===== src/rtl/seg7_pkg.sv =====
// Shared seven-segment types, blank code and the active-high hex decode table.
package seg7_pkg;

  typedef logic [6:0] seg7_t;

  localparam seg7_t SEG7_BLANK = 7'h00;

  // Bit0 = a ... bit6 = g, 1 = segment lit.
  localparam seg7_t SEG7_LUT [16] = '{
    7'h3F, 7'h06, 7'h5B, 7'h4F,
    7'h66, 7'h6D, 7'h7D, 7'h07,
    7'h7F, 7'h6F, 7'h77, 7'h7C,
    7'h39, 7'h5E, 7'h79, 7'h71
  };

  function automatic seg7_t hex2seg(input logic [3:0] nibble);
    return SEG7_LUT[nibble];
  endfunction

endpackage


===== src/rtl/seg7_hex_dec.sv =====
// Combinational hex nibble to active-high seven-segment pattern.
module seg7_hex_dec
  import seg7_pkg::*;
(
  input  logic [3:0] nibble,
  output logic [6:0] seg
);

  always_comb begin
    seg = hex2seg(nibble);
  end

endmodule


===== src/rtl/seg7_scan_drv.sv =====
// Time-multiplexed seven-segment driver with frame-coherent shadow and anode dead time.
// Optional blinking of masked digits is built when SEG7_BLINK_EN is defined.
module seg7_scan_drv
  import seg7_pkg::*;
#(
  parameter int unsigned NUM_DIGITS   = 4,
  parameter int unsigned CLK_DIV      = 50000,
  parameter int unsigned DEAD_CYC     = 2,
  parameter bit          ACTIVE_LOW   = 1'b1
`ifdef SEG7_BLINK_EN
  ,
  parameter int unsigned BLINK_FRAMES = 64
`endif
) (
  input  logic                    clk,
  input  logic                    rst_n,
  input  logic                    en,
  input  logic [4*NUM_DIGITS-1:0] digits,
  input  logic [NUM_DIGITS-1:0]   dp_in,
`ifdef SEG7_BLINK_EN
  input  logic [NUM_DIGITS-1:0]   blink_mask,
`endif
  output logic [6:0]              seg,
  output logic                    dp,
  output logic [NUM_DIGITS-1:0]   an
);

  localparam int unsigned PW = (CLK_DIV > 1) ? $clog2(CLK_DIV) : 1;
  localparam int unsigned IW = (NUM_DIGITS > 1) ? $clog2(NUM_DIGITS) : 1;
  localparam logic [PW-1:0] PRESC_LAST = PW'(CLK_DIV - 1);
  localparam logic [PW-1:0] DEAD_LIM   = PW'(DEAD_CYC);
  localparam logic [IW-1:0] IDX_LAST   = IW'(NUM_DIGITS - 1);

  logic [PW-1:0]           presc_q, presc_d;
  logic [IW-1:0]           idx_q, idx_d;
  logic                    en_prev_q, en_prev_d;
  logic [4*NUM_DIGITS-1:0] sh_dig_q, sh_dig_d;
  logic [NUM_DIGITS-1:0]   sh_dp_q, sh_dp_d;
  seg7_t                   seg_q, seg_d;
  logic                    dp_q, dp_d;
  logic [NUM_DIGITS-1:0]   an_q, an_d;

  logic                    tick, wrap, capture, blank_slot;
  logic [3:0]              cur_nib;
  logic                    cur_dp;
  logic [NUM_DIGITS-1:0]   sel_onehot;
  seg7_t                   cur_seg;

  always_comb begin
    tick      = en && (presc_q == PRESC_LAST);
    wrap      = tick && (idx_q == IDX_LAST);
    // Snapshot on frame wrap and on the first enabled cycle (en_prev_q is 0 after reset).
    capture   = en && (!en_prev_q || wrap);
    en_prev_d = en;
    presc_d   = '0;
    idx_d     = '0;
    if (en) begin
      presc_d = tick ? '0 : presc_q + 1'b1;
      idx_d   = idx_q;
      if ((NUM_DIGITS > 1) && tick) begin
        idx_d = wrap ? '0 : idx_q + 1'b1;
      end
    end
    sh_dig_d = capture ? digits : sh_dig_q;
    sh_dp_d  = capture ? dp_in  : sh_dp_q;
  end

  always_comb begin
    cur_nib    = '0;
    cur_dp     = 1'b0;
    sel_onehot = '0;
    for (int unsigned i = 0; i < NUM_DIGITS; i++) begin
      if (idx_q == IW'(i)) begin
        cur_nib       = sh_dig_q[4*i +: 4];
        cur_dp        = sh_dp_q[i];
        sel_onehot[i] = 1'b1;
      end
    end
  end

  seg7_hex_dec u_dec (
    .nibble (cur_nib),
    .seg    (cur_seg)
  );

`ifdef SEG7_BLINK_EN
  localparam int unsigned FW = (BLINK_FRAMES > 1) ? $clog2(BLINK_FRAMES) : 1;

  logic [FW-1:0]         fcnt_q, fcnt_d;
  logic                  phase_q, phase_d;
  logic [NUM_DIGITS-1:0] sh_mask_q, sh_mask_d;

  always_comb begin
    fcnt_d    = fcnt_q;
    phase_d   = phase_q;
    sh_mask_d = capture ? blink_mask : sh_mask_q;
    if (wrap) begin
      if (fcnt_q == FW'(BLINK_FRAMES - 1)) begin
        fcnt_d  = '0;
        phase_d = !phase_q;
      end else begin
        fcnt_d = fcnt_q + 1'b1;
      end
    end
    blank_slot = 1'b0;
    for (int unsigned i = 0; i < NUM_DIGITS; i++) begin
      if (idx_q == IW'(i)) begin
        blank_slot = !phase_q && sh_mask_q[i];
      end
    end
  end

  always_ff @(posedge clk or negedge rst_n) begin
    if (!rst_n) begin
      fcnt_q    <= '0;
      phase_q   <= 1'b1;
      sh_mask_q <= '0;
    end else begin
      fcnt_q    <= fcnt_d;
      phase_q   <= phase_d;
      sh_mask_q <= sh_mask_d;
    end
  end
`else
  always_comb begin
    blank_slot = 1'b0;
  end
`endif

  always_comb begin
    seg_d = SEG7_BLANK;
    dp_d  = 1'b0;
    an_d  = '0;
    if (en) begin
      seg_d = cur_seg;
      dp_d  = cur_dp;
      if ((presc_q >= DEAD_LIM) && !blank_slot) begin
        an_d = sel_onehot;
      end
    end
  end

  always_ff @(posedge clk or negedge rst_n) begin
    if (!rst_n) begin
      presc_q   <= '0;
      idx_q     <= '0;
      en_prev_q <= 1'b0;
      sh_dig_q  <= '0;
      sh_dp_q   <= '0;
      seg_q     <= SEG7_BLANK;
      dp_q      <= 1'b0;
      an_q      <= '0;
    end else begin
      presc_q   <= presc_d;
      idx_q     <= idx_d;
      en_prev_q <= en_prev_d;
      sh_dig_q  <= sh_dig_d;
      sh_dp_q   <= sh_dp_d;
      seg_q     <= seg_d;
      dp_q      <= dp_d;
      an_q      <= an_d;
    end
  end

  // Registers hold active-high values; polarity is applied only at the pins.
  assign seg = ACTIVE_LOW ? ~seg_q : seg_q;
  assign dp  = ACTIVE_LOW ? ~dp_q  : dp_q;
  assign an  = ACTIVE_LOW ? ~an_q  : an_q;

endmodule


===== config.mk =====
export PLATFORM = sky130hd
export DESIGN_NAME = seg7_scan_drv
export DESIGN_NICKNAME = d
export VERILOG_FILES = /design/src/rtl/seg7_pkg.sv /design/src/rtl/seg7_hex_dec.sv /design/src/rtl/seg7_scan_drv.sv
export SDC_FILE = /design/constraint.sdc
export NUM_CORES = 1
export LEC_CHECK = 0
export ABC_AREA = 1
export BUFFER_PORTS_ARGS = -buffer_cell sky130_fd_sc_hd__buf_2
export CAP_MARGIN = 40
export CORE_UTILIZATION = 55
export CTS_BUF_LIST = sky130_fd_sc_hd__clkbuf_8
export DETAILED_ROUTE_END_ITERATION = 16
export PLACE_DENSITY_LB_ADDON = 0.08
export SYNTH_ARGS = -nofsm -noshare
export SYNTH_HDL_FRONTEND = slang
export SYNTH_HIERARCHICAL = 1
export SYNTH_SLANG_ARGS = --single-unit

===== constraint.sdc =====
create_clock -name clk -period 2.55 [get_ports clk]
set_input_delay 0.51 -clock clk [delete_from_list [all_inputs] [get_ports clk]]
set_output_delay 0.51 -clock clk [all_outputs]
set_load 0.02 [all_outputs]

-- Word level (Yosys, flattened, before mapping)
Memory sizes are Yosys's and may differ from the RTL's.
Index checks and enable logic that the tools add are counted.
- order comparisons: 2
- eq/ne operators: 5
- multiplexer cells: 23
- bitwise gates (word level): 4
- add/subtract/negate cells: 2
- reductions and logical operators: 6
- operator list (kind ; number):
    2-to-1 mux 16 bit ; 2
    2-to-1 mux 4 bit ; 6
    2-to-1 mux 7 bit ; 3
    adder 16 x 1 -> 16 bit, second input constant ; 1
    == test 16 bit, second input constant ; 1
    >= comparator 16 x 2 -> 1 bit, second input constant ; 1
    2-to-1 mux 1 bit ; 9
    inverter 7 bit ; 1
    2-to-1 mux 2 bit ; 3
    >= comparator 5 bit, second input constant ; 1
    inverter 4 -> 5 bit ; 1
    == test 2 bit, second input constant ; 2
    inverter 4 bit ; 1
    logical AND 1 bit ; 3
    adder 2 x 1 -> 2 bit, second input constant ; 1
    == test 2 x 1 -> 1 bit, second input constant ; 1
    logical NOT 2 bit ; 1
    != test 2 x 1 -> 1 bit, second input constant ; 1
    logical NOT 1 bit ; 1
    logical OR 1 bit ; 1
    inverter 1 bit ; 1
- memories kept: 1
- input port bits: 23
- ROM bits: 112
- output and inout port bits: 12
- word-level logic and storage cells: 51
- register bits after elaboration: 51
- memory list (name ; depth ; width ; rd ports ; clocked after Yosys merged registers in ; write ports ; RTL line ; source):
    (name not given) ; 16 ; 7 ; 1 ; 0 ; 0 ; seg7_pkg.sv:17 ; return SEG7_LUT[nibble];

-- Depth between registers and ports, before layout
Gate-level depths: netlist of run 1.
- depth after elaboration: 10
- gate-level depth with buffers: 16

-- Cells and area by module
The synthesis of run 1 kept the hierarchy.
- modules (own cells, without submodules) (module ; instances ; cells each ; seq. area each (um^2) ; area each (um^2)):
    seg7_scan_drv ; 1 ; 318 ; 1276.2 ; 2610.0
    seg7_hex_dec ; 1 ; 52 ; 0.0 ; 270.3

-- Least setup slack after synthesis of run 1
No wires, ideal clock.
- path type: flip-flop to flip-flop
- from: register idx_q[0]
- to: register seg_q[3]
- cell stages (with the launch flop): 14
- data arrival time: 2.113 ns
- path slack: 0.324 ns
- required time: 2.437 ns
- period minus slack after synthesis: 2.226 ns
- cell sequence: dfrtp_1 > ha_1 > nor2_1 > nand2_1 > a21o_1 > a21oi_1 > inv_1 > ha_1 > nand2_1 > o21ai_0 > nand2_1 > nand2_1 > nand2_1 > inv_1
- longest elaborated chain between the ends: 10
- elaborated cells between the ends (all ways): 13
- those cells by class: eq/ne: 3; mux: 7; bitwise: 1; reduce/logical: 1; memory: 1
- RTL lines (item ; RTL line ; source):
    start: declaration ; seg7_scan_drv.sv:35 ; logic [IW-1:0] idx_q, idx_d;
    start signal: assignment ; seg7_scan_drv.sv:155 ; idx_q <= idx_d;
    logical NOT 2 bit ; seg7_scan_drv.sv:73 ; if (idx_q == IW'(i)) begin
    2-to-1 mux 4 bit (3 in series) ; seg7_scan_drv.sv:73 ;
    2-to-1 mux 4 bit (*) ; seg7_scan_drv.sv:73 ;
    named net cur_nib[1] ; seg7_scan_drv.sv:44 ; logic [3:0] cur_nib;
    inverter 4 -> 5 bit (implied by the code) (*) ; seg7_pkg.sv:17 ;
    memory (16 x 7 bit) (*) ; -- ;
    2-to-1 mux 7 bit (implied by the code) (*) (2 in series) ; seg7_pkg.sv:17 ;
    named net cur_seg[3] ; seg7_scan_drv.sv:47 ; seg7_t cur_seg;
    2-to-1 mux 7 bit (*) ; seg7_scan_drv.sv:134 ; if (en) begin
    named net seg_d[3] ; seg7_scan_drv.sv:39 ; seg7_t seg_q, seg_d;
    end signal: assignment ; seg7_scan_drv.sv:159 ; seg_q <= seg_d;
    end: declaration ; seg7_scan_drv.sv:39 ;
Mark *: on every way through the listed nets, which the timed path passes. The rest lies on a longest branch. The select of a mux whose other input is x is not followed.
A chain may end at the register's enable or synchronous reset.

-- Final worst setup path of run 1
- from: register idx_q[1]
- to: register seg_q[3]
Same word-level chain as after synthesis.

==> results of run 1 <==
==> power by group through the flow <==
stage	combinational (mW)	clock (mW)	sequential, mW
2_1_floorplan	0.219	0	0.912
3_3_place_gp	0.306	0	0.922
3_5_place_dp	0.312	0	0.922
4_1_cts	0.314	0.672	0.906
5_1_grt	0.362	0.698	0.913
6_report	0.311	0.652	0.906
==> worst max-delay path: cells and delay by family, from the launching register on <==
kind                     cells  cell delay [ns]
flip-flops                   1             0.38
AO/OA/AOI/OAI                3             0.41
AND/OR/NAND/NOR              6             0.55
buffers and inverters        3             0.25
adder cells (fa/ha/maj)      2             0.60
==> layer usage <==
metal | vias up | routed length (um) | part of all wire, % | global-route usage (%)
met4 | 0 | 130 | 2.2 | 9.43
met1 | 1102 | 2670 | 46 | 32.5
met2 | 59 | 2760 | 48 | 39.4
met3 | 14 | 223 | 3.9 | 4.61
li1 | 1230 | - | - | -
met5 | - | 0 | 0 | 0
==> state kept, by name, indices dropped and copies added (netlist names) <==
name,count
an_q,4
sh_dp_q,4
seg_q,7
dp_q,1
en_prev_q,1
idx_q,2
sh_dig_q,16
presc_q,16
==> area by class of cell <==
type                            count  share of cell area, %
Timing Repair Buffer               40                   6.68
Clock buffer                        5                   2.14
Tap cell                           67                   2.60
Sequential cell                    51                   39.6
Clock inverter                      3                   1.98
Multi-Input combinational cell    259                   41.5
Inverter                           47                   5.47
==> layout by cell type, fill, tap and decap left out, types with 3 or more instances in the layout <==
| cell type | Yosys | layout |
|---|---|---|
| sky130_fd_sc_hd__clkbuf_8 | 0 | 5 |
| sky130_fd_sc_hd__nand2_2 | 4 | 4 |
| sky130_fd_sc_hd__a21o_1 | 4 | 4 |
| sky130_fd_sc_hd__o21ai_0 | 5 | 5 |
| sky130_fd_sc_hd__nand3_2 | 9 | 9 |
| sky130_fd_sc_hd__nand3_1 | 44 | 44 |
| sky130_fd_sc_hd__dfrtp_1 | 51 | 51 |
| sky130_fd_sc_hd__nor2_2 | 3 | 4 |
| sky130_fd_sc_hd__ha_1 | 13 | 13 |
| sky130_fd_sc_hd__xor2_1 | 3 | 3 |
| sky130_fd_sc_hd__nand2_1 | 97 | 97 |
| sky130_fd_sc_hd__nor2_1 | 44 | 43 |
| sky130_fd_sc_hd__a21oi_1 | 13 | 13 |
| sky130_fd_sc_hd__inv_2 | 3 | 3 |
| sky130_fd_sc_hd__buf_2 | 4 | 34 |
| sky130_fd_sc_hd__nor3_1 | 5 | 5 |
| sky130_fd_sc_hd__buf_4 | 2 | 6 |
| sky130_fd_sc_hd__nand4_1 | 3 | 3 |
| sky130_fd_sc_hd__inv_1 | 44 | 45 |
==> stage by stage <==
step,setup slack [ns],cell area [sq um]
after floorplan,0.324,2880
after global placement,0.356,3090
after detailed placement,0.203,3090
after CTS,0.187,3220
after global routing,0.0422,3220
final,0.255,3220
==> cells by family after synthesis <==
group                    after synthesis  synth area share [%]
buffers and inverters                 60                  9.30
flip-flops                            51                  44.3
AO/OA/AOI/OAI                         27                  5.30
AND/OR/NAND/NOR                      216                  34.5
XOR/XNOR                               3                 0.912
adder cells (fa/ha/maj)               13                  5.65
==> worst min path at each step <==
stage	endpoint	slack, ns	depth (start not counted)
floorplan	an_q[0]$_DFF_PN0_	0.21	0
finish	presc_q[8]$_DFF_PN0_	0.29	2
detailed placement	sh_dp_q[3]$_DFFE_PN0P_	0.49	2
global placement	presc_q[0]$_DFF_PN0_	0.48	1
global route	presc_q[1]$_DFF_PN0_	0.36	2
CTS	presc_q[1]$_DFF_PN0_	0.32	2
==> results.txt, run 1 <==
----------------------------------------------------
[Power]
  Leak pwr ... around 1.7 nW
  P_int ... approximately 1.4 mW
  Sequential cell fraction of total power ... between 40% and 50%
  Pwr dens ... around 580 nW/um^2
  Highest ir drop seen on vdd ... slightly above 0.0004 V
  Power consumption ... 1.87 mW
  Combinational fraction of design power ... between 15 and 20%
  Relative contribution of the clock network to total power ... a little over a third
  Sw frac ... about a quarter
  Net switching power of the design ... between 0.4 and 0.5 mW

[Yosys]
  EDFF count, synth ... 0
  Most frequently used flop master after synthesis ... sky130_fd_sc_hd__dfrtp_1
  Avg Inst Size Synth ... between 7 and 8 sq um
  Top-count cell post-synth ... sky130_fd_sc_hd__nand2_1
  Combined area of all synthesized cells ... between 2000 and 3000 sq um
  Largest cells by area after synthesis ... sky130_fd_sc_hd__dfrtp_1 44%, sky130_fd_sc_hd__nand2_1 13%, sky130_fd_sc_hd__nand3_1 7.6%
  List of most frequent post-synthesis cells ... 97 x sky130_fd_sc_hd__nand2_1, 51 x sky130_fd_sc_hd__dfrtp_1, 44 x sky130_fd_sc_hd__inv_1, 44 x sky130_fd_sc_hd__nand3_1, 44 x sky130_fd_sc_hd__nor2_1
  Asr flop ratio synth ... 100%
  Synthesis warning total ... 6
  Share of Yosys cell area claimed by the top area cell type ... ~44%
  Unique masters post-synth ... 29
  Sequential cell area fraction in the yosys report ... between 40% and 50%
  Number of nets in the synthesized netlist ... 406
  Gate count after technology mapping ... 370
  Biggest area consumer among synthesized cells ... sky130_fd_sc_hd__dfrtp_1
  Number of synthesized register bits ... between 50 and 60

[Critical path]
  Setup crit start ... idx_q[1]$_DFFE_PN0P_
  Internal reg-to-reg setup slack ... about 0.26 ns
  Type of the setup path with the least slack ... register to register
  Setup crit end kind ... register
  Path depth of the worst reg2reg path ... 14
  Worst reg2reg path startpoint ... idx_q[1]$_DFFE_PN0P_
  CP startpoint kind ... register
  Standard cell with the maximum stage delay on the critical path ... sky130_fd_sc_hd__dfrtp_1
  CP Capture Point ... seg_q[3]$_DFF_PN0_
  Critical Path AT ... ~2.5 ns
  CP dominant cell by count ... sky130_fd_sc_hd__nand2_1
  Worst path required time ... ~2.8 ns
  Peak fanout along the critical path ... 7
  Worst reg2reg path endpoint ... seg_q[3]$_DFF_PN0_
  CP max stage delay ... between 0.3 and 0.4 ns
  Critical-path cell list ... inv_1 -> ha_1 -> nor2_2 -> nand2_1 -> a21o_1 -> a21oi_1 -> inv_1 -> ha_1 -> nand2_1 -> o21ai_0 -> nand2_1 -> nand2_1 -> nand2_1 -> inv_1

[Drt]
  Via total after detailed routing ... 2405
  Number of remaining DRC errors ... 0
  Routed wire length per instance ... around 12 um
  Pre-Repair DR Iteration Count ... 4
  Post-route antenna net violation count ... 0
  Total wire length ... ~5800 um
  Initial detailed-routing violation count ... roughly 240
  Via density ... a little over 5

[Timing]
  Unrepaired setup endpoints after global routing ... false
  Number of max-slew violations in the final report ... 0
  Clock Skew ... about 0.0033 ns
  Accumulated negative setup slack ... 0 ns
  Achievable clock frequency ... 0.436 GHz
  Final setup violation count ... 0
  Worst hold margin ... roughly 0.29 ns
  Hold Vio Cnt, Final ... 0
  Final worst-path cycle share ... between 80% and 90%
  Time the final worst path needs with I/O delays and setup ... roughly 2.3 ns
  Slew @ Worst Pin ... 0.638 ns
  Headroom to the max-slew limit ... a little under three fifths

[Clocking]
  Clk Tree Root Cell ... sky130_fd_sc_hd__clkbuf_8
  Buffer depth of the longest clock path ... 2
  CTS Buf Count ... 5
  Post-CTS Hold Buffers ... 0
  Setup Fix Bufs, Post-CTS ... 0
  Latest clock arrival within the worst-skew pair ... 0.30 ns
  CTS clock-pin slew for the worst setup and hold paths ... roughly 0.09 ns
  Number of cells upsized or downsized after cts ... 0
  Count of clock tree sinks ... 51
  H-tree depth reported by CTS ... 2
  Clock tree from TritonCTS ... built

[Floorplan]
  Area inside the core boundary ... a little under 5000 sq um
  Initial Util ... 59.0%
  Rows ... 25
  DIE HEIGHT ... 74.4 um
  Die X ... ~74 um
  Ports placed on the boundary ... 35
  Die outline area ... 5530 sq um

[Layout]
  Sequential Area ... around 1300 sq um
  Number of fill cells ... 422
  Total area of multi-input combinational cells ... about 1300 sq um
  Final core utilization ... approximately two thirds
  Layout cells sized above 1 ... between 10% and 20%
  N_diodes ... 0
  Count of non-filler cells in the finished layout ... 472
  Layout-stage area growth over the synthesis result ... 11.9%
  Count of nets after finishing ... between 400 and 500

[GRT]
  Global-route total usage across every layer ... between 20% and 30%
  Initial antenna violation count ... 0
  GRT overflow ... 0
  First-pass GRT wire length ... between 10000 and 15000 um
  Via count of the first global-routing pass ... ~2200
  Pin count of the biggest net entering global routing ... 52

[Place]
  Gpl congestion ... 0.917
  IO Port Bufs ... 34
  DP Cell Count ... roughly 460
  Detailed placer's ending HPWL ... just over 4000 um

[Outcome]
  Result of the run ... complete, no violations

[Job]
  Max-capacitance violation count ... 0

[Worst hold path]
  Tightest Hold Check Type ... primary input to async pin

----------------------------------------------------
(Power assumes the default switching activity.)
==> inputs of run 2 (changes only) <==
- clock period: 2.55 -> 2.5 ns (I/O delays scaled with it)
==> results.txt, run 2 (synthesis results as in run 1) <==
----------------------------------------------------
[Power]
  Combinational fraction of design power ... a little under a fifth
  Sequential cell fraction of total power ... between 50% and 60%
  Sw frac ... approximately 29%
  P_int ... between 1 and 1.5 mW
  Pwr dens ... between 500 and 600 nW/um^2
  Leak pwr ... between 1.5 and 2 nW
  Highest ir drop seen on vdd ... 0.000355 V
  Net switching power of the design ... 0.492 mW
  Relative contribution of the clock network to total power ... between 20% and 30%

[Layout]
  Non-Filler Cell Area, Final ... around 3200 sq um
  Leading cell type in the layout, fill and taps excluded ... sky130_fd_sc_hd__nand2_1
  Layout-stage area growth over the synthesis result ... 10.6%
  N_diodes ... 0
  Largest registers in the final layout ... presc_q x16, sh_dig_q x16, seg_q x7
  Count of nets after finishing ... 441
  Commonest cells after routing, fill and taps aside ... 97 x sky130_fd_sc_hd__nand2_1, 51 x sky130_fd_sc_hd__dfrtp_1, 44 x sky130_fd_sc_hd__inv_1, 44 x sky130_fd_sc_hd__nand3_1, 43 x sky130_fd_sc_hd__nor2_1
  Layout cells sized above 1 ... between 15 and 20%
  Number of fill cells ... 441

[Place]
  Area post-placement ... just over 3000 sq um
  Detailed placer's ending HPWL ... a little over 4000 um
  Gpl congestion ... just over 0.9
  IO Port Bufs ... 34

[Critical path]
  CP dominant cell by count ... sky130_fd_sc_hd__nand2_1
  Critical-path cell list ... inv_1 -> ha_1 -> inv_1 -> nor2_2 -> nand2_1 -> a21o_1 -> a21oi_1 -> inv_1 -> ha_1 -> nand2_1 -> o21ai_0 -> nand2_1 -> nand2_1 -> nand2_1 -> inv_1
  Type of the setup path with the least slack ... register to register
  Worst reg2reg path endpoint ... seg_q[3]$_DFF_PN0_
  Worst reg2reg path startpoint ... idx_q[0]$_DFFE_PN0P_
  Critical Path AT ... between 2 and 2.5 ns
  Peak fanout along the critical path ... 5
  Path depth of the worst reg2reg path ... 15
  Standard cell with the maximum stage delay on the critical path ... sky130_fd_sc_hd__dfrtp_1
  Internal reg-to-reg setup slack ... between 0.2 and 0.25 ns
  CP max stage delay ... approximately 0.42 ns
  Worst path required time ... 2.71 ns
  Setup crit end kind ... register
  CP startpoint kind ... register

[Outcome]
  Result of the run ... complete, no violations

[Drt]
  Via total after detailed routing ... between 2000 and 2500
  Initial detailed-routing violation count ... between 150 and 200
  Total wire length ... ~5700 um
  Pre-Repair DR Iteration Count ... 4
  Routed wire length per instance ... 12.1 um
  Number of remaining DRC errors ... 0
  Via density ... slightly below 5
  Post-route antenna net violation count ... 0

[Floorplan]
  Initial Util ... between 50% and 60%
  Die X ... between 70 and 80 um
  Area inside the core boundary ... around 4900 sq um
  Rows ... 25
  Die outline area ... between 5000 and 6000 sq um
  DIE HEIGHT ... ~74 um
  Ports placed on the boundary ... 35

[Clocking]
  H-tree depth reported by CTS ... 2
  Buffer depth of the longest clock path ... 2
  Clk Tree Root Cell ... sky130_fd_sc_hd__clkbuf_8
  CTS Buf Count ... 5
  Latest clock arrival within the worst-skew pair ... 0.30 ns
  Clock tree from TritonCTS ... built
  Count of clock tree sinks ... 51
  CTS clock-pin slew for the worst setup and hold paths ... 0.09 ns
  Setup Fix Bufs, Post-CTS ... 0

[Timing]
  Unrepaired setup endpoints after global routing ... false
  Achievable clock frequency ... between 0.4 and 0.5 GHz
  Slew @ Worst Pin ... between 0.6 and 0.7 ns
  Headroom to the max-slew limit ... between 50% and 60%
  Hold Vio Cnt, Final ... 0
  Final setup violation count ... 0
  Clock Skew ... around 0.005 ns
  Number of max-slew violations in the final report ... 0
  Accumulated negative setup slack ... 0 ns
  Time the final worst path needs with I/O delays and setup ... approximately 2.3 ns
  Final worst-path cycle share ... approximately nine tenths

[GRT]
  Via count of the first global-routing pass ... around 2200
  GRT overflow ... 0
  Met2 capacity usage during global routing ... roughly two fifths
  First-pass GRT wire length ... about 9800 um
  Initial antenna violation count ... 0
  GRT met1 Usage ... 31.4%
  Layer with the highest usage after global routing ... met2
  Met3 layer usage reported by global route ... 4.47%
  Global-route total usage across every layer ... roughly a quarter
  Pin count of the biggest net entering global routing ... 52

[Job]
  Max-capacitance violation count ... 0

[Worst hold path]
  Tightest Hold Check Type ... primary input to async pin

----------------------------------------------------
-- run 2: layout make-up --
| class | count | area [sq um] | share of cell area (%) |
|---|---|---|---|
| Multi-Input combinational cell | 259 | 1340 | 42.0 |
| Sequential cell | 51 | 1280 | 40.1 |
| Timing Repair Buffer | 41 | 223 | 6.99 |
| Inverter | 47 | 176 | 5.54 |
| Tap cell | 67 | 83.8 | 2.63 |
| Clock buffer | 6 | 82.6 | 2.59 |
| Clock inverter | 1 | 5.00 | 0.157 |
-- run 2: critical path: cells and delay by family, from the launching register on --
family / cells / cell delay, ns
AO/OA/AOI/OAI: 3 / 0.40
flip-flops: 1 / 0.42
AND/OR/NAND/NOR: 6 / 0.52
buffers and inverters: 4 / 0.33
adder cells (fa/ha/maj): 2 / 0.50
-- run 2: routing by layer --
metal	vias up	part of all wire (%)
li1	1228	-
met1	1061	48
met2	43	48
met3	6	3.2
met4	0	1.2
met5	-	0
-- run 2: how the worst max path moves through the flow --
stage                         start            endpoint  slack, ns  depth (start not counted)
6_report       idx_q[0]$_DFFE_PN0P_  seg_q[3]$_DFF_PN0_       0.21                         15
5_1_grt        idx_q[0]$_DFFE_PN0P_  seg_q[3]$_DFF_PN0_      0.004                         15
4_1_cts        idx_q[0]$_DFFE_PN0P_  seg_q[3]$_DFF_PN0_       0.13                         15
3_5_place_dp   idx_q[0]$_DFFE_PN0P_  seg_q[3]$_DFF_PN0_       0.16                         15
3_3_place_gp   idx_q[0]$_DFFE_PN0P_  seg_q[3]$_DFF_PN0_       0.28                         15
2_1_floorplan  idx_q[0]$_DFFE_PN0P_  seg_q[3]$_DFF_PN0_       0.27                         13
-- run 2: power groups by stage --
| stage | Clock, mW | Sequential, mW | Combinational [mW] |
|---|---|---|---|
| 2_1_floorplan | 0 | 0.930 | 0.223 |
| 3_3_place_gp | 0 | 0.940 | 0.311 |
| 3_5_place_dp | 0 | 0.941 | 0.317 |
| 4_1_cts | 0.500 | 0.925 | 0.319 |
| 5_1_grt | 0.522 | 0.932 | 0.368 |
| 6_report | 0.479 | 0.925 | 0.316 |
-- run 2: stage by stage --
step / hold slack, ns / instances / setup slack [ns] / util, % / power, mW
4_1_cts: 0.313 / 472 / 0.125 / 65.2 / 1.74
2_1_floorplan: 0.204 / 370 / 0.274 / - / 1.15
3_5_place_dp: 0.487 / 465 / 0.155 / 63.4 / 1.26
3_3_place_gp: 0.482 / 465 / 0.280 / 63.4 / 1.25
5_1_grt: 0.367 / 472 / 0.00401 / 65.3 / 1.82
6_report: 0.273 / 472 / 0.214 / 65.3 / 1.72
-- run 2: timing repair --
item | in CTS | in global routing
hold buffers | 0 | 0
endpoints found under the setup margin | 0 | 3
resized for setup | 0 | 1
==> inputs of run 3 (changes only) <==
- CORE_ASPECT_RATIO: unset -> 1.1
- RECOVER_POWER: unset -> 25
==> results.txt, run 3 (synthesis results as in run 1) <==
----------------------------------------------------
[Worst hold path]
  Tightest Hold Check Type ... primary input to async pin

[Drt]
  Total wire length ... 5930 um
  Via total after detailed routing ... 2417
  Pre-Repair DR Iteration Count ... 4
  Number of remaining DRC errors ... 0
  Via density ... about 5.2
  Post-route antenna net violation count ... 0
  Initial detailed-routing violation count ... around 150
  Routed wire length per instance ... approximately 13 um

[Timing]
  Final setup violation count ... 0
  Final worst-path cycle share ... about nine tenths
  Time the final worst path needs with I/O delays and setup ... between 2 and 2.5 ns
  Slew @ Worst Pin ... around 1.2 ns
  Headroom to the max-slew limit ... around a quarter
  Clock Skew ... a little over 0.008 ns
  Number of max-slew violations in the final report ... 0
  Achievable clock frequency ... ~0.44 GHz
  Accumulated negative setup slack ... 0 ns
  Hold Vio Cnt, Final ... 0

[Critical path]
  CP Depth ... 15
  Peak fanout along the critical path ... 5
  Worst path required time ... about 2.7 ns
  Standard cell with the maximum stage delay on the critical path ... sky130_fd_sc_hd__dfrtp_1
  Internal reg-to-reg setup slack ... 0.22 ns
  CP startpoint kind ... register
  Critical-path cell list ... inv_1 -> ha_1 -> inv_1 -> nor2_2 -> nand2_1 -> a21o_1 -> a21oi_1 -> inv_1 -> ha_1 -> nand2_1 -> o21ai_0 -> nand2_1 -> nand2_1 -> nand2_1 -> inv_1
  CP max stage delay ... 0.43 ns
  Top delay family on crit path ... simple AND/OR/NAND/NOR gates
  Path depth of the worst reg2reg path ... 15
  Buffers and inverters on the worst path ... 4
  Setup crit end kind ... register
  CP dominant cell by count ... sky130_fd_sc_hd__nand2_1
  Critical Path AT ... ~2.5 ns
  Type of the setup path with the least slack ... register to register

[Floorplan]
  Die outline area ... about 5500 sq um
  Rows ... 27
  Die X ... 71 um
  Area inside the core boundary ... about 5000 sq um
  DIE HEIGHT ... between 70 and 80 um
  Ports placed on the boundary ... 35
  Initial Util ... between 50% and 60%

[Layout]
  N_diodes ... 0
  Layout-stage area growth over the synthesis result ... 10.7%
  Commonest cells after routing, fill and taps aside ... 97 x sky130_fd_sc_hd__nand2_1, 51 x sky130_fd_sc_hd__dfrtp_1, 45 x sky130_fd_sc_hd__inv_1, 44 x sky130_fd_sc_hd__nand3_1, 43 x sky130_fd_sc_hd__nor2_1
  Largest registers in the final layout ... presc_q x16, sh_dig_q x16, seg_q x7
  Leading cell type in the layout, fill and taps excluded ... sky130_fd_sc_hd__nand2_1
  Layout cells sized above 1 ... between 15 and 20%
  Non-Filler Cell Area, Final ... approximately 3200 sq um
  Count of nets after finishing ... 442

[Clocking]
  CTS clock-pin slew for the worst setup and hold paths ... approximately 0.090 ns
  Clock tree from TritonCTS ... built
  Count of clock tree sinks ... 51
  Setup Fix Bufs, Post-CTS ... 0
  Clk Tree Root Cell ... sky130_fd_sc_hd__clkbuf_8
  Buffer depth of the longest clock path ... 2
  H-tree depth reported by CTS ... 2
  Latest clock arrival within the worst-skew pair ... 0.30 ns
  CTS Buf Count ... 5

[Place]
  IO Port Bufs ... 34
  Gpl congestion ... 0.860
  Area post-placement ... ~3000 sq um
  Detailed placer's ending HPWL ... approximately 4200 um

[GRT]
  Pin count of the biggest net entering global routing ... 30
  GRT overflow ... 0
  Global-route total usage across every layer ... between 20 and 25%
  Initial antenna violation count ... 0
  First-pass GRT wire length ... 10500 um
  Via count of the first global-routing pass ... roughly 2300

[Power]
  Leak pwr ... about 1.7 nW
  Highest ir drop seen on vdd ... 0.000253 V
  Pwr dens ... 551 nW/um^2
  Power consumption ... ~1.8 mW

[Job]
  Max-capacitance violation count ... 0

[Outcome]
  Result of the run ... complete, no violations

----------------------------------------------------
-- run 3: final cells by class --
| type | instances | area [sq um] |
|---|---|---|
| inverter | 47 | 176 |
| clock inverter | 1 | 3.75 |
| multi-input combinational | 259 | 1340 |
| timing repair buffer | 42 | 225 |
| fill | 473 | 1840 |
| clock buffer | 7 | 96.3 |
| sequential | 51 | 1280 |
| tap | 58 | 72.6 |
-- run 3: worst paths after layout --
check / to / startpoint
max: seg_q[3]$_DFF_PN0_ / idx_q[0]$_DFFE_PN0P_
min: presc_q[11]$_DFF_PN0_ / rst_n
max reg2reg: seg_q[3]$_DFF_PN0_ / idx_q[0]$_DFFE_PN0P_
min reg2reg: presc_q[0]$_DFF_PN0_ / presc_q[0]$_DFF_PN0_
max in group asynchronous: an_q[1]$_DFF_PN0_ / rst_n
min in group clk: sh_dig_q[14]$_DFFE_PN0P_ / digits[14]
-- run 3: timing repair --
item,in CTS,in global routing
gates resized for setup,0,1
hold endpoints to repair,0,0
hold buffers,0,0
endpoints found under the setup margin,0,5
-- run 3: worst reg2reg max path, stage by stage, from the launching register on --
cell and delay, ns:
sky130_fd_sc_hd__dfrtp_1 0.43, sky130_fd_sc_hd__inv_1 0.12, sky130_fd_sc_hd__ha_1 0.18, sky130_fd_sc_hd__inv_1 0.05, sky130_fd_sc_hd__nor2_2 0.21, sky130_fd_sc_hd__nand2_1 0.08
sky130_fd_sc_hd__a21o_1 0.16, sky130_fd_sc_hd__a21oi_1 0.16, sky130_fd_sc_hd__inv_1 0.12, sky130_fd_sc_hd__ha_1 0.31, sky130_fd_sc_hd__nand2_1 0.08, sky130_fd_sc_hd__o21ai_0 0.08
sky130_fd_sc_hd__nand2_1 0.06, sky130_fd_sc_hd__nand2_1 0.05, sky130_fd_sc_hd__nand2_1 0.05, sky130_fd_sc_hd__inv_1 0.03
-- run 3: report_power, final --
group,leakage (nW),internal (mW),switching (mW),total (mW)
clock,0.0557,0.249,0.270,0.520
sequential,0.665,0.888,0.0346,0.923
combinational,0.967,0.123,0.194,0.316
-- run 3: metrics by stage --
step                      hold slack [ns]  instances  util, %  worst slack (ns)
after floorplan                     0.204        370        -             0.274
after global placement              0.475        457     61.4             0.265
after detailed placement            0.488        457     61.4             0.196
after CTS                           0.150        465     63.4             0.136
after global routing                0.415        465     63.4           -0.0228
final                               0.396        465     63.4             0.218
-- run 3: per-layer routing --
| layer | share of wire (%) | global-route usage [%] |
|---|---|---|
| met1 | 46 | 31.2 |
| met2 | 49 | 41.3 |
| met3 | 3.5 | 4.16 |
| met4 | 1.3 | 8.00 |
| met5 | 0 | 0 |
